[src/rtl/uart_cfg_pkg.sv]
`timescale 1ns / 1ps
// Shared encodings and frame helpers for the configurable-frame UART.
package uart_cfg_pkg;

  localparam logic [1:0] PAR_NONE = 2'b00;
  localparam logic [1:0] PAR_EVEN = 2'b01;
  localparam logic [1:0] PAR_ODD  = 2'b10;

  localparam logic [1:0] DBITS_5 = 2'b00;
  localparam logic [1:0] DBITS_6 = 2'b01;
  localparam logic [1:0] DBITS_7 = 2'b10;
  localparam logic [1:0] DBITS_8 = 2'b11;

  typedef enum logic [2:0] {
    TX_IDLE   = 3'd0,
    TX_START  = 3'd1,
    TX_DATA   = 3'd2,
    TX_PARITY = 3'd3,
    TX_STOP   = 3'd4
  } tx_state_e;

  typedef enum logic [2:0] {
    RX_IDLE   = 3'd0,
    RX_START  = 3'd1,
    RX_DATA   = 3'd2,
    RX_PARITY = 3'd3,
    RX_STOP   = 3'd4
  } rx_state_e;

  // RX FIFO word: {frame_err, parity_err, data[7:0]}
  localparam int unsigned RX_WORD_W    = 10;
  localparam int unsigned RX_FRAME_BIT = 9;
  localparam int unsigned RX_PAR_BIT   = 8;

  function automatic logic [7:0] data_mask(input logic [1:0] dbits);
    case (dbits)
      DBITS_5: data_mask = 8'h1F;
      DBITS_6: data_mask = 8'h3F;
      DBITS_7: data_mask = 8'h7F;
      default: data_mask = 8'hFF;
    endcase
  endfunction

  function automatic logic parity_on(input logic [1:0] par);
    return (par == PAR_EVEN) || (par == PAR_ODD);
  endfunction

  function automatic logic parity_bit(input logic [7:0] data, input logic [1:0] dbits,
                                      input logic [1:0] par);
    return (^(data & data_mask(dbits))) ^ (par == PAR_ODD);
  endfunction

  function automatic logic [15:0] eff_div(input logic [15:0] div);
    return (div < 16'd2) ? 16'd2 : div;
  endfunction

  function automatic logic [2:0] last_bit(input logic [1:0] dbits);
    return {1'b0, dbits} + 3'd4;
  endfunction

endpackage

[src/rtl/uart_fifo.sv]
`timescale 1ns / 1ps
// Synchronous FIFO with show-ahead head word; pointers carry an extra wrap bit.
module uart_fifo #(
  parameter int unsigned WIDTH = 8,
  parameter int unsigned DEPTH = 64
) (
  input  logic             clk,
  input  logic             rst,
  input  logic             push_i,
  input  logic             pop_i,
  input  logic [WIDTH-1:0] wdata_i,
  output logic [WIDTH-1:0] rdata_o,
  output logic             full_o,
  output logic             empty_o
);

  localparam int unsigned AW = $clog2(DEPTH);
  localparam logic [AW:0] PTR_ONE = (AW + 1)'(1);

  logic [WIDTH-1:0] mem_q [DEPTH];
  logic [AW:0]      wptr_q;
  logic [AW:0]      rptr_q;
  logic             do_push_s;
  logic             do_pop_s;

  assign full_o    = (wptr_q[AW] != rptr_q[AW]) && (wptr_q[AW-1:0] == rptr_q[AW-1:0]);
  assign empty_o   = (wptr_q == rptr_q);
  assign do_push_s = push_i && !full_o;
  assign do_pop_s  = pop_i && !empty_o;
  assign rdata_o   = mem_q[rptr_q[AW-1:0]];

  always_ff @(posedge clk or posedge rst) begin
    if (rst) begin
      wptr_q <= '0;
      rptr_q <= '0;
    end else begin
      if (do_push_s) wptr_q <= wptr_q + PTR_ONE;
      if (do_pop_s)  rptr_q <= rptr_q + PTR_ONE;
    end
  end

  always_ff @(posedge clk) begin
    if (do_push_s) mem_q[wptr_q[AW-1:0]] <= wdata_i;
  end

endmodule

[src/rtl/uart_cfg.sv]
`timescale 1ns / 1ps
// Configurable-frame UART (5-8 data bits, none/even/odd parity, 1/2 stop bits)
// with FIFO-buffered TX and RX paths.
module uart_cfg
  import uart_cfg_pkg::*;
#(
  parameter int unsigned FIFO_DEPTH  = 64,
  parameter bit          TX_ENABLE   = 1'b1,
  parameter bit          RX_ENABLE   = 1'b1,
  parameter int unsigned SYNC_STAGES = 2
) (
  input  logic        clk,
  input  logic        rst,
  input  logic [15:0] baud_div,
  input  logic [1:0]  cfg_data_bits,
  input  logic [1:0]  cfg_parity,
  input  logic        cfg_stop2,
  input  logic        tx_start,
  input  logic [7:0]  tx_data,
  output logic        tx_pin,
  output logic        tx_fifo_full,
  output logic        tx_fifo_empty,
  output logic        tx_busy,
  input  logic        rx_pin,
  input  logic        rx_read,
  output logic        rx_ready,
  output logic [7:0]  rx_byte,
  output logic        rx_err_parity,
  output logic        rx_err_frame,
  output logic        rx_overrun,
  input  logic        rx_err_clear
);

  if (TX_ENABLE) begin : g_tx
    tx_state_e   state_q;
    logic [15:0] cnt_q;
    logic [15:0] div_q;
    logic [2:0]  bit_q;
    logic [7:0]  data_q;
    logic [1:0]  dbits_q;
    logic [1:0]  par_q;
    logic        stop2_q;
    logic        pin_q;
    logic        busy_q;
    logic        empty_s;
    logic        full_s;
    logic        pop_s;
    logic [7:0]  head_s;
    logic        bit_end_s;
    logic        frame_end_s;

    uart_fifo #(.WIDTH(8), .DEPTH(FIFO_DEPTH)) u_tx_fifo (
      .clk     (clk),
      .rst     (rst),
      .push_i  (tx_start),
      .pop_i   (pop_s),
      .wdata_i (tx_data),
      .rdata_o (head_s),
      .full_o  (full_s),
      .empty_o (empty_s)
    );

    assign bit_end_s   = (cnt_q == 16'd0);
    assign frame_end_s = (state_q == TX_STOP) && bit_end_s && (!stop2_q || bit_q[0]);
    assign pop_s       = !empty_s && ((state_q == TX_IDLE) || frame_end_s);

    // Pin and busy follow the state one clock later, so every bit still lasts div_q clocks.
    always_ff @(posedge clk or posedge rst) begin
      if (rst) begin
        state_q <= TX_IDLE;
        cnt_q   <= 16'd0;
        div_q   <= 16'd2;
        bit_q   <= 3'd0;
        data_q  <= 8'd0;
        dbits_q <= DBITS_8;
        par_q   <= PAR_NONE;
        stop2_q <= 1'b0;
        pin_q   <= 1'b1;
        busy_q  <= 1'b0;
      end else begin
        busy_q <= (state_q != TX_IDLE);
        case (state_q)
          TX_START:  pin_q <= 1'b0;
          TX_DATA:   pin_q <= data_q[bit_q];
          TX_PARITY: pin_q <= parity_bit(data_q, dbits_q, par_q);
          default:   pin_q <= 1'b1;
        endcase
        if (pop_s) begin
          state_q <= TX_START;
          div_q   <= eff_div(baud_div);
          cnt_q   <= eff_div(baud_div) - 16'd1;
          bit_q   <= 3'd0;
          data_q  <= head_s & data_mask(cfg_data_bits);
          dbits_q <= cfg_data_bits;
          par_q   <= cfg_parity;
          stop2_q <= cfg_stop2;
        end else begin
          case (state_q)
            TX_IDLE: state_q <= TX_IDLE;
            TX_START: begin
              if (!bit_end_s) cnt_q <= cnt_q - 16'd1;
              else begin
                state_q <= TX_DATA;
                cnt_q   <= div_q - 16'd1;
                bit_q   <= 3'd0;
              end
            end
            TX_DATA: begin
              if (!bit_end_s) cnt_q <= cnt_q - 16'd1;
              else begin
                cnt_q <= div_q - 16'd1;
                if (bit_q == last_bit(dbits_q)) begin
                  state_q <= parity_on(par_q) ? TX_PARITY : TX_STOP;
                  bit_q   <= 3'd0;
                end else begin
                  bit_q <= bit_q + 3'd1;
                end
              end
            end
            TX_PARITY: begin
              if (!bit_end_s) cnt_q <= cnt_q - 16'd1;
              else begin
                state_q <= TX_STOP;
                cnt_q   <= div_q - 16'd1;
                bit_q   <= 3'd0;
              end
            end
            TX_STOP: begin
              if (!bit_end_s) cnt_q <= cnt_q - 16'd1;
              else if (frame_end_s) state_q <= TX_IDLE;
              else begin
                bit_q <= 3'd1;
                cnt_q <= div_q - 16'd1;
              end
            end
            default: state_q <= TX_IDLE;
          endcase
        end
      end
    end

    assign tx_pin        = pin_q;
    assign tx_busy       = busy_q;
    assign tx_fifo_full  = full_s;
    assign tx_fifo_empty = empty_s;
  end else begin : g_tx_off
    assign tx_pin        = 1'b1;
    assign tx_busy       = 1'b0;
    assign tx_fifo_full  = 1'b0;
    assign tx_fifo_empty = 1'b1;
  end

  if (RX_ENABLE) begin : g_rx
    logic [SYNC_STAGES-1:0] sync_q;
    logic                   prev_q;
    rx_state_e              state_q;
    logic [15:0]            cnt_q;
    logic [15:0]            div_q;
    logic [2:0]             bit_q;
    logic [7:0]             data_q;
    logic [1:0]             dbits_q;
    logic [1:0]             par_q;
    logic                   par_err_q;
    logic                   pend_q;
    logic [RX_WORD_W-1:0]   pend_word_q;
    logic [7:0]             byte_q;
    logic                   perr_q;
    logic                   ferr_q;
    logic                   ovr_q;
    logic                   line_s;
    logic                   fall_s;
    logic                   sample_s;
    logic                   empty_s;
    logic                   full_s;
    logic                   pop_s;
    logic [RX_WORD_W-1:0]   head_s;

    uart_fifo #(.WIDTH(RX_WORD_W), .DEPTH(FIFO_DEPTH)) u_rx_fifo (
      .clk     (clk),
      .rst     (rst),
      .push_i  (pend_q),
      .pop_i   (pop_s),
      .wdata_i (pend_word_q),
      .rdata_o (head_s),
      .full_o  (full_s),
      .empty_o (empty_s)
    );

    assign line_s   = sync_q[SYNC_STAGES-1];
    assign fall_s   = prev_q && !line_s;
    assign sample_s = (cnt_q == 16'd0);
    assign pop_s    = rx_read && !empty_s;

    // Metastability chain on the asynchronous pin, idle high.
    always_ff @(posedge clk or posedge rst) begin
      if (rst) begin
        sync_q <= '1;
        prev_q <= 1'b1;
      end else begin
        sync_q <= {sync_q[SYNC_STAGES-2:0], rx_pin};
        prev_q <= line_s;
      end
    end

    // Completed frames are staged one clock so rx_ready rises the edge after the stop sample.
    always_ff @(posedge clk or posedge rst) begin
      if (rst) begin
        state_q     <= RX_IDLE;
        cnt_q       <= 16'd0;
        div_q       <= 16'd2;
        bit_q       <= 3'd0;
        data_q      <= 8'd0;
        dbits_q     <= DBITS_8;
        par_q       <= PAR_NONE;
        par_err_q   <= 1'b0;
        pend_q      <= 1'b0;
        pend_word_q <= '0;
      end else begin
        pend_q <= 1'b0;
        case (state_q)
          RX_IDLE: begin
            if (fall_s) begin
              state_q   <= RX_START;
              div_q     <= eff_div(baud_div);
              cnt_q     <= (eff_div(baud_div) >> 3'd1) - 16'd1;
              dbits_q   <= cfg_data_bits;
              par_q     <= cfg_parity;
              data_q    <= 8'd0;
              par_err_q <= 1'b0;
              bit_q     <= 3'd0;
            end
          end
          RX_START: begin
            if (!sample_s) cnt_q <= cnt_q - 16'd1;
            else if (line_s) state_q <= RX_IDLE;
            else begin
              state_q <= RX_DATA;
              cnt_q   <= div_q - 16'd1;
            end
          end
          RX_DATA: begin
            if (!sample_s) cnt_q <= cnt_q - 16'd1;
            else begin
              data_q[bit_q] <= line_s;
              cnt_q         <= div_q - 16'd1;
              if (bit_q == last_bit(dbits_q)) begin
                state_q <= parity_on(par_q) ? RX_PARITY : RX_STOP;
              end else begin
                bit_q <= bit_q + 3'd1;
              end
            end
          end
          RX_PARITY: begin
            if (!sample_s) cnt_q <= cnt_q - 16'd1;
            else begin
              par_err_q <= (line_s != parity_bit(data_q, dbits_q, par_q));
              state_q   <= RX_STOP;
              cnt_q     <= div_q - 16'd1;
            end
          end
          RX_STOP: begin
            if (!sample_s) cnt_q <= cnt_q - 16'd1;
            else begin
              pend_q      <= 1'b1;
              pend_word_q <= {~line_s, par_err_q, data_q};
              state_q     <= RX_IDLE;
            end
          end
          default: state_q <= RX_IDLE;
        endcase
      end
    end

    // Host-side view of the last popped word and the sticky overrun flag.
    always_ff @(posedge clk or posedge rst) begin
      if (rst) begin
        byte_q <= 8'd0;
        perr_q <= 1'b0;
        ferr_q <= 1'b0;
        ovr_q  <= 1'b0;
      end else begin
        if (pop_s) begin
          byte_q <= head_s[7:0];
          perr_q <= head_s[RX_PAR_BIT];
          ferr_q <= head_s[RX_FRAME_BIT];
        end
        if (pend_q && full_s) ovr_q <= 1'b1;
        else if (rx_err_clear) ovr_q <= 1'b0;
      end
    end

    assign rx_ready      = !empty_s;
    assign rx_byte       = byte_q;
    assign rx_err_parity = perr_q;
    assign rx_err_frame  = ferr_q;
    assign rx_overrun    = ovr_q;
  end else begin : g_rx_off
    assign rx_ready      = 1'b0;
    assign rx_byte       = 8'd0;
    assign rx_err_parity = 1'b0;
    assign rx_err_frame  = 1'b0;
    assign rx_overrun    = 1'b0;
  end

endmodule

[config.mk]
export PLATFORM = sky130hd
export DESIGN_NAME = uart_cfg
export DESIGN_NICKNAME = d
export VERILOG_FILES = /design/src/rtl/uart_cfg_pkg.sv /design/src/rtl/uart_fifo.sv /design/src/rtl/uart_cfg.sv
export SDC_FILE = /design/constraint.sdc
export NUM_CORES = 2
export LEC_CHECK = 0
export CAP_MARGIN = 20
export CORE_AREA = 2 2 412 414
export CTS_CLUSTER_DIAMETER = 30
export DETAILED_ROUTE_END_ITERATION = 8
export DIE_AREA = 0 0 414 416
export SLEW_MARGIN = 20
export SYNTH_ARGS = -nofsm -noshare
export SYNTH_HDL_FRONTEND = slang
export SYNTH_SLANG_ARGS = --single-unit
[constraint.sdc]
create_clock -name clk -period 5.26 [get_ports clk]
set_input_delay 0.789 -clock clk [delete_from_list [all_inputs] [get_ports clk]]
set_output_delay 0.789 -clock clk [all_outputs]
set_load 0.005 [all_outputs]
* Word-level counts from Yosys, hierarchy flattened
Memories as Yosys holds them, arrays and structs flattened. A register that Yosys moved wholly into a read port is not among the register bits.
Cells that the tools add are included.
** Word-level totals
- Output and inout port bits :: 16
- Memories :: 2
- Bits of input ports :: 35
- Register bits after elaboration :: 147
- Bits in writable memories :: 1152
** Operators by class
- Equal/unequal tests :: 45
- $add $sub $neg :: 14
- Magnitude comparators :: 4
- Bitwise operators :: 6
- Reduce and logical (&&, ||, !) cells :: 52
- Mux-type cells :: 68
** Memory list
- g_rx.u_rx_fifo.mem_q :: depth 64, bits a word 10, read ports 1, clocked after memory_dff 1, write ports 1, RTL line uart_fifo.sv:20 : logic [WIDTH-1:0] mem_q [DEPTH];
- g_tx.u_tx_fifo.mem_q :: depth 64, bits a word 8, read ports 1, clocked after memory_dff 0, write ports 1, RTL line uart_fifo.sv:20
** Operators with widths (count)
- 16-bit 2-to-1 mux :: 10
- 16-bit by 1-bit subtractor with 16-bit output (second input constant) :: 5
- 3-bit 2-to-1 mux :: 24
- 8-bit one-hot mux with 3 select lines :: 3
- 16-bit one-hot mux with 4 select lines :: 1
- 8-bit 2-to-1 mux :: 6
- 16-bit zero test :: 2
- 16-bit one-hot mux with 2 select lines :: 1
- 7-bit by 1-bit adder with 7-bit output (second input constant) :: 4
- 8-bit bitwise AND :: 3
- 3-bit by 2-bit != test with 1-bit output (second input constant) :: 7
- 16-bit by 2-bit < comparator with 1-bit output (second input constant) :: 1
- 2-bit != test (second input constant) :: 8
- 8-bit one-hot mux with 2 select lines :: 1
- 8-bit parity :: 2
- 15-bit by 1-bit subtractor with 16-bit output (second input constant) :: 1
- 3-bit one-hot mux with 5 select lines :: 1
- 7-bit equality test :: 2
- 1-bit logical AND :: 13
- 3-bit by 2-bit equality test with 1-bit output (second input constant) :: 4
- 6-bit equality test :: 2
- 1-bit 2-to-1 mux :: 12
- 3-bit one-hot mux with 4 select lines :: 1
- 6-bit AND reduction :: 2
- other kinds (36) :: 73

* Logic depth before layout (Yosys ltp)
- Depth after elaboration :: 10
- Mapped depth :: 19
- Mapped depth without buffers :: 14

* Modules after synthesis
Synthesis repeated with hierarchy kept, for this count alone.
** Unflattened totals
- Cells, all modules :: 3232
- Area total of the unflattened synthesis :: 54228.3 um^2
** By module, submodules not included
- uart_fifo (g_rx.u_rx_fifo) :: cells each 1273, instances 1, seq. area each 19568.8 um^2, area each 25589.5 um^2
- uart_fifo (g_tx.u_tx_fifo) :: cells each 1054, instances 1, seq. area each 15725.1 um^2, area each 20878.8 um^2
- uart_cfg :: cells each 905, instances 1, seq. area each 3240.6 um^2, area each 7759.9 um^2

* Worst setup path after synthesis
Ideal clock, no wire load.
- Path kind :: register to register
- From :: register g_tx.u_tx_fifo.rptr_q[0]
- To :: register g_tx.cnt_q[8]
- Setup time :: 65 ps
- Cell stages (with the launch flop) :: 20
- Path slack :: 1337 ps
- Path buffers :: 5
- Data arrival time :: 3858 ps
- Cells stage by stage :: dfrtp_1 > clkbuf_1 > clkbuf_1 > xor2_1 > nor4_1 > nand3_1 > nand3_2 > buf_2 > clkbuf_1 > buf_2 > nand2_1 > o21ai_0 > ha_1 > nand3_1 > a31o_2 > a211oi_1 > mux2i_1 > xor2_1 > o32a_1 > nand2_1
** Between the ends
- Cells in the longest elaborated chain, start to end :: 5
- Elaborated cells between the ends (all ways) :: 7
- Those cells by class :: eq/ne: 2; mux: 1; reduce/logical: 4
** Ends and longest elaborated chain
- start, declared :: RTL line uart_fifo.sv:22 : logic [AW:0] rptr_q;
- start signal, assigned :: RTL line uart_fifo.sv:38 : if (do_pop_s) rptr_q <= rptr_q + PTR_ONE;
- 7-bit equality test (*) :: RTL line uart_fifo.sv:27 : assign empty_o = (wptr_q == rptr_q);
- 1-bit zero test (*) :: RTL line uart_cfg.sv:65 : assign pop_s = !empty_s && ((state_q == TX_IDLE) || frame_end_s);
- 1-bit logical AND (*) :: RTL line uart_cfg.sv:65
- 4-bit by 3-bit != test with 1-bit output (no source line) or 3-bit nonzero test (tied branches)
- 2-bit AND reduction (no source line)
- end signal, assigned :: RTL line uart_cfg.sv:91 : cnt_q <= eff_div(baud_div) - 16'd1;
- end signal, assigned :: RTL line uart_cfg.sv:101 : if (!bit_end_s) cnt_q <= cnt_q - 16'd1;
- end signal, assigned :: RTL line uart_cfg.sv:104 : cnt_q <= div_q - 16'd1;
- end, declared :: RTL line uart_cfg.sv:36 : logic [15:0] cnt_q;
Mark *: on every way between the ends. The rest lies on a longest branch, timed or not.
A chain may end at the register's enable or synchronous reset.

* Worst setup path after layout
- From :: register g_tx.u_tx_fifo.rptr_q[1]
- To :: output tx_fifo_empty
** Between the ends
- Cells in the longest elaborated chain, start to end :: 1
** Ends and longest elaborated chain
- 7-bit equality test :: RTL line uart_fifo.sv:27
- end, declared :: RTL line uart_cfg.sv:22 : output logic tx_fifo_empty,
Every way passes these cells.

==> impl_metrics.csv <==
group,metric,value,unit
routing,drt-total-wl,126000,um
worst_hold_path,hp-class,"flip-flop to flip-flop",
floorplanning,start_util,31.8,%
timing,fin_worst_skew,77.4,ps
critical_path,cp.required,4470,ps
placed_design,dpl.hpwl,73900,um
yosys,synth_edf_count,1152,
floorplanning,die-area,172000,um^2
clocking,cts_sinks,1309,
clocking,clock_path_buffers,4,
critical_path,cp.arrival,3380,ps
clocking,ctsHoldBuffers,0,
power,p_leak,22.0,nW
timing,final.period_utilization,79.2,%
yosys,ys_ff_latch,1309,
final_layout,multi_input_area,14200,um^2
global_routing,antenna_found_initial,6,
timing,setup_tns,0,ps
clocking,clkLatencyLatePin,900,ps
yosys,synth_area,53500,um^2
global_routing,busiest_layer,"met2",
clocking,cts_buffers,301,
final_layout,fin_util,39.5,%
critical_path,worstPathCellList,"xor2_1 > nor4_1 > nand3_1 > inv_1 > clkdlybuf4s50_1",
timing,fmax,0.240,GHz
placed_design,io_buffers,50,
yosys,ys.warnings.count,0,
yosys,synth-seq-area-share,72.0,%
final_layout,num_antenna_cells,0,
routing,detail_route.wl_per_cell,22.7,um
yosys,async_flop_share,12.0,%
floorplanning,core,168000,um^2
routing,vias_per_cell,5.00,
critical_path,ff2ff_setup_slack,1100,ps
global_routing,grt_usage,14.6,%
final_layout,final_common_cell,"edfxtp_1",
timing,setup_viol,0,
power,irDropWorstVdd,649,uV
yosys,synth_cell_types,71,
final_layout,final_cell_mix,"1152 x edfxtp_1, 379 x mux4_2, 308 x clkbuf_16, 228 x nor2_1, 173 x nand2_1",
critical_path,startpoint_type,"flip-flop",
routing,vias,27800,
routing,drt_first_pass_iters,5,
yosys,synth_fp_nets,2890,
critical_path,cp_slowest_cell,"clkdlybuf4s50_1",
timing,hold_viol,0,
global_routing,use_met3,3.41,%
final_layout,fin_nets,3164,
critical_path,cpLargestDelayFamily,"buffers and inverters",
yosys,synthCells,2842,
timing,fin_crit,4170,ps
critical_path,critPathMaxFanout,36,
floorplanning,row_count,151,
floorplanning,die_width,414,um
global_routing,first_global_vias,28700,
global_routing,grt_first_pass_wirelength,189000,um
critical_path,crit_buf_inv,2,
floorplanning,die_h,416,um
timing,worst_pin_slew,1090,ps
final_layout,area_growth,24.2,%
global_routing,grt_overflow_total,0,
timing,final-max-slew-violation-count,0,
job,max_cap_violations,0,
clocking,cts_tree,"done",
routing,drt_iter0_drc,2845,
clocking,clkTransAtPathRegs,40,ps
routing,drc,0,
floorplanning,ios,51,
clocking,cts-root-buf,"clkbuf_16",
final_layout,drive_gt1_share,30.2,%
critical_path,crit_type,"flip-flop to output port",
timing,worst_slew_margin_rel,27.4,%
critical_path,end_kind,"output port",
critical_path,cp_slowest_stage_delay,710,ps
timing,rsz0062_at_grt,"false",
global_routing,use_met2,22.6,%
global_routing,grt_max_degree,164,
global_routing,grt_use_met1,20.4,%
clocking,post-cts-setup-buffer-count,0,
power,total_power,37.4,mW
power,power_density,563,nW/um^2
clocking,cts_max_level,5,
clocking,post_cts_resize_count,0,
placed_design,routabilityCongestion,0.776,
routing,drtAntennaViolNets,0,
yosys,synthFlopType,"edfxtp_1",
yosys,avgSynthCellArea,18.8,um^2
final_layout,nFillCells,15000,
final_layout,seqCellArea,38600,um^2
outcome,outcome,"finished, final reports clean",
==> final cells by class <==
type	count	area share (%)
flip-flops and latches	1309	58.0
clock inverters	159	2.47
multi-input cells	1349	21.3
well taps	2218	4.18
inverters	25	0.152
repair buffers	130	1.66
clock buffers	369	12.2
==> synth_stat cells, drive strengths merged (6+ instances only) <==
cell / n / area (um^2)
edfxtp: 1152 / 34600
mux4: 379 / 8540
nor2: 229 / 862
nand2: 174 / 656
dfrtp: 147 / 3680
o21ai: 89 / 449
clkbuf: 84 / 315
buf: 75 / 409
xnor2: 59 / 517
a21oi: 47 / 235
xor2: 47 / 412
mux2: 41 / 462
nand3: 32 / 165
nor3: 32 / 171
inv: 25 / 93.8
or3: 18 / 113
nand3b: 17 / 128
mux2i: 14 / 144
ha: 13 / 163
nor4: 12 / 87.6
a31oi: 11 / 68.8
o211ai: 11 / 82.6
a211oi: 10 / 75.1
dfstp: 10 / 263
nand2b: 10 / 62.6
nor2b: 10 / 62.6
and2: 9 / 56.3
o31ai: 8 / 60.1
nand4: 7 / 43.8
and3: 6 / 37.5
==> power by group <==
part / internal, mW / switching (mW)
registers: 11.9 / 0.644
clock network: 12.1 / 5.68
logic: 3.21 / 3.86
total: 27.2 / 10.2
==> metrics by stage <==
stage | setup slack, ps | std cells | area, um^2 | hold slack [ps]
6_report | 1090 | 5559 | 66500 | 373
5_1_grt | 836 | 5559 | 66500 | 379
4_1_cts | 986 | 5558 | 66500 | 381
3_5_place_dp | 703 | 5030 | 56700 | 365
3_3_place_gp | 848 | 5029 | 56700 | 365
2_1_floorplan | 253 | 2842 | 53500 | 345
==> kinds of logic after synthesis <==
family,share of synthesized area (%)
simple gates,4.85
xor+xnor,1.73
compound gates,2.51
flops,72.0
mux,17.1
buf+inv,1.53
fa+ha+maj,0.304
==> metal layers <==
layer | vias up | routed length (um)
met3 | 225 | 8330
met1 | 14500 | 55700
met4 | 0 | 2740
met5 | - | 0
met2 | 942 | 59600
li1 | 12100 | -
==> worst paths after layout <==
| check | cells past startpoint | endpoint | from |
|---|---|---|---|
| setup / recovery | 5 | tx_fifo_empty | g_tx.u_tx_fifo.rptr_q[1] |
| hold / removal | 0 | g_rx.sync_q[1] | g_rx.sync_q[0] |
| setup reg to reg | 13 | g_tx.cnt_q[8] | g_tx.cnt_q[1] |
| hold reg to reg | 0 | g_rx.sync_q[1] | g_rx.sync_q[0] |
| max in group asynchronous | 3 | g_tx.div_q[1] | rst |
| min in group asynchronous | 2 | g_tx.u_tx_fifo.wptr_q[0] | rst |
==> sequential cells by signal, indices dropped and copies added, names as in the netlist, 2 cells and up <==
signal                 cells
g_tx.par_q                 2
g_tx.div_q                16
g_rx.dbits_q               2
g_rx.bit_q                 3
g_tx.u_tx_fifo.rptr_q      7
g_tx.dbits_q               2
g_rx.cnt_q                16
g_rx.pend_word_q          10
g_rx.data_q                8
g_tx.bit_q                 3
g_rx.u_rx_fifo.wptr_q      7
g_rx.div_q                16
g_tx.u_tx_fifo.mem_q     512
g_tx.u_tx_fifo.wptr_q      7
g_rx.u_rx_fifo.mem_q     640
g_tx.state_q               3
g_rx.state_q               3
g_rx.u_rx_fifo.rptr_q      7
g_tx.cnt_q                16
g_rx.sync_q                2
g_rx.par_q                 2
g_tx.data_q                8
rx_byte                    8
==> worst register-to-register path, cell delays in order, from the launching register on <==
cell,delay [ps]
dfrtp_1,420
nor4_1,750
o21ai_0,250
o21ai_2,320
nand3_2,280
o21ai_0,300
ha_1,360
nand3_1,110
a31o_2,250
a211oi_1,310
mux2i_1,180
xor2_1,200
o32a_1,300
nand2_1,70
Power figures use the tool's default switching activity.
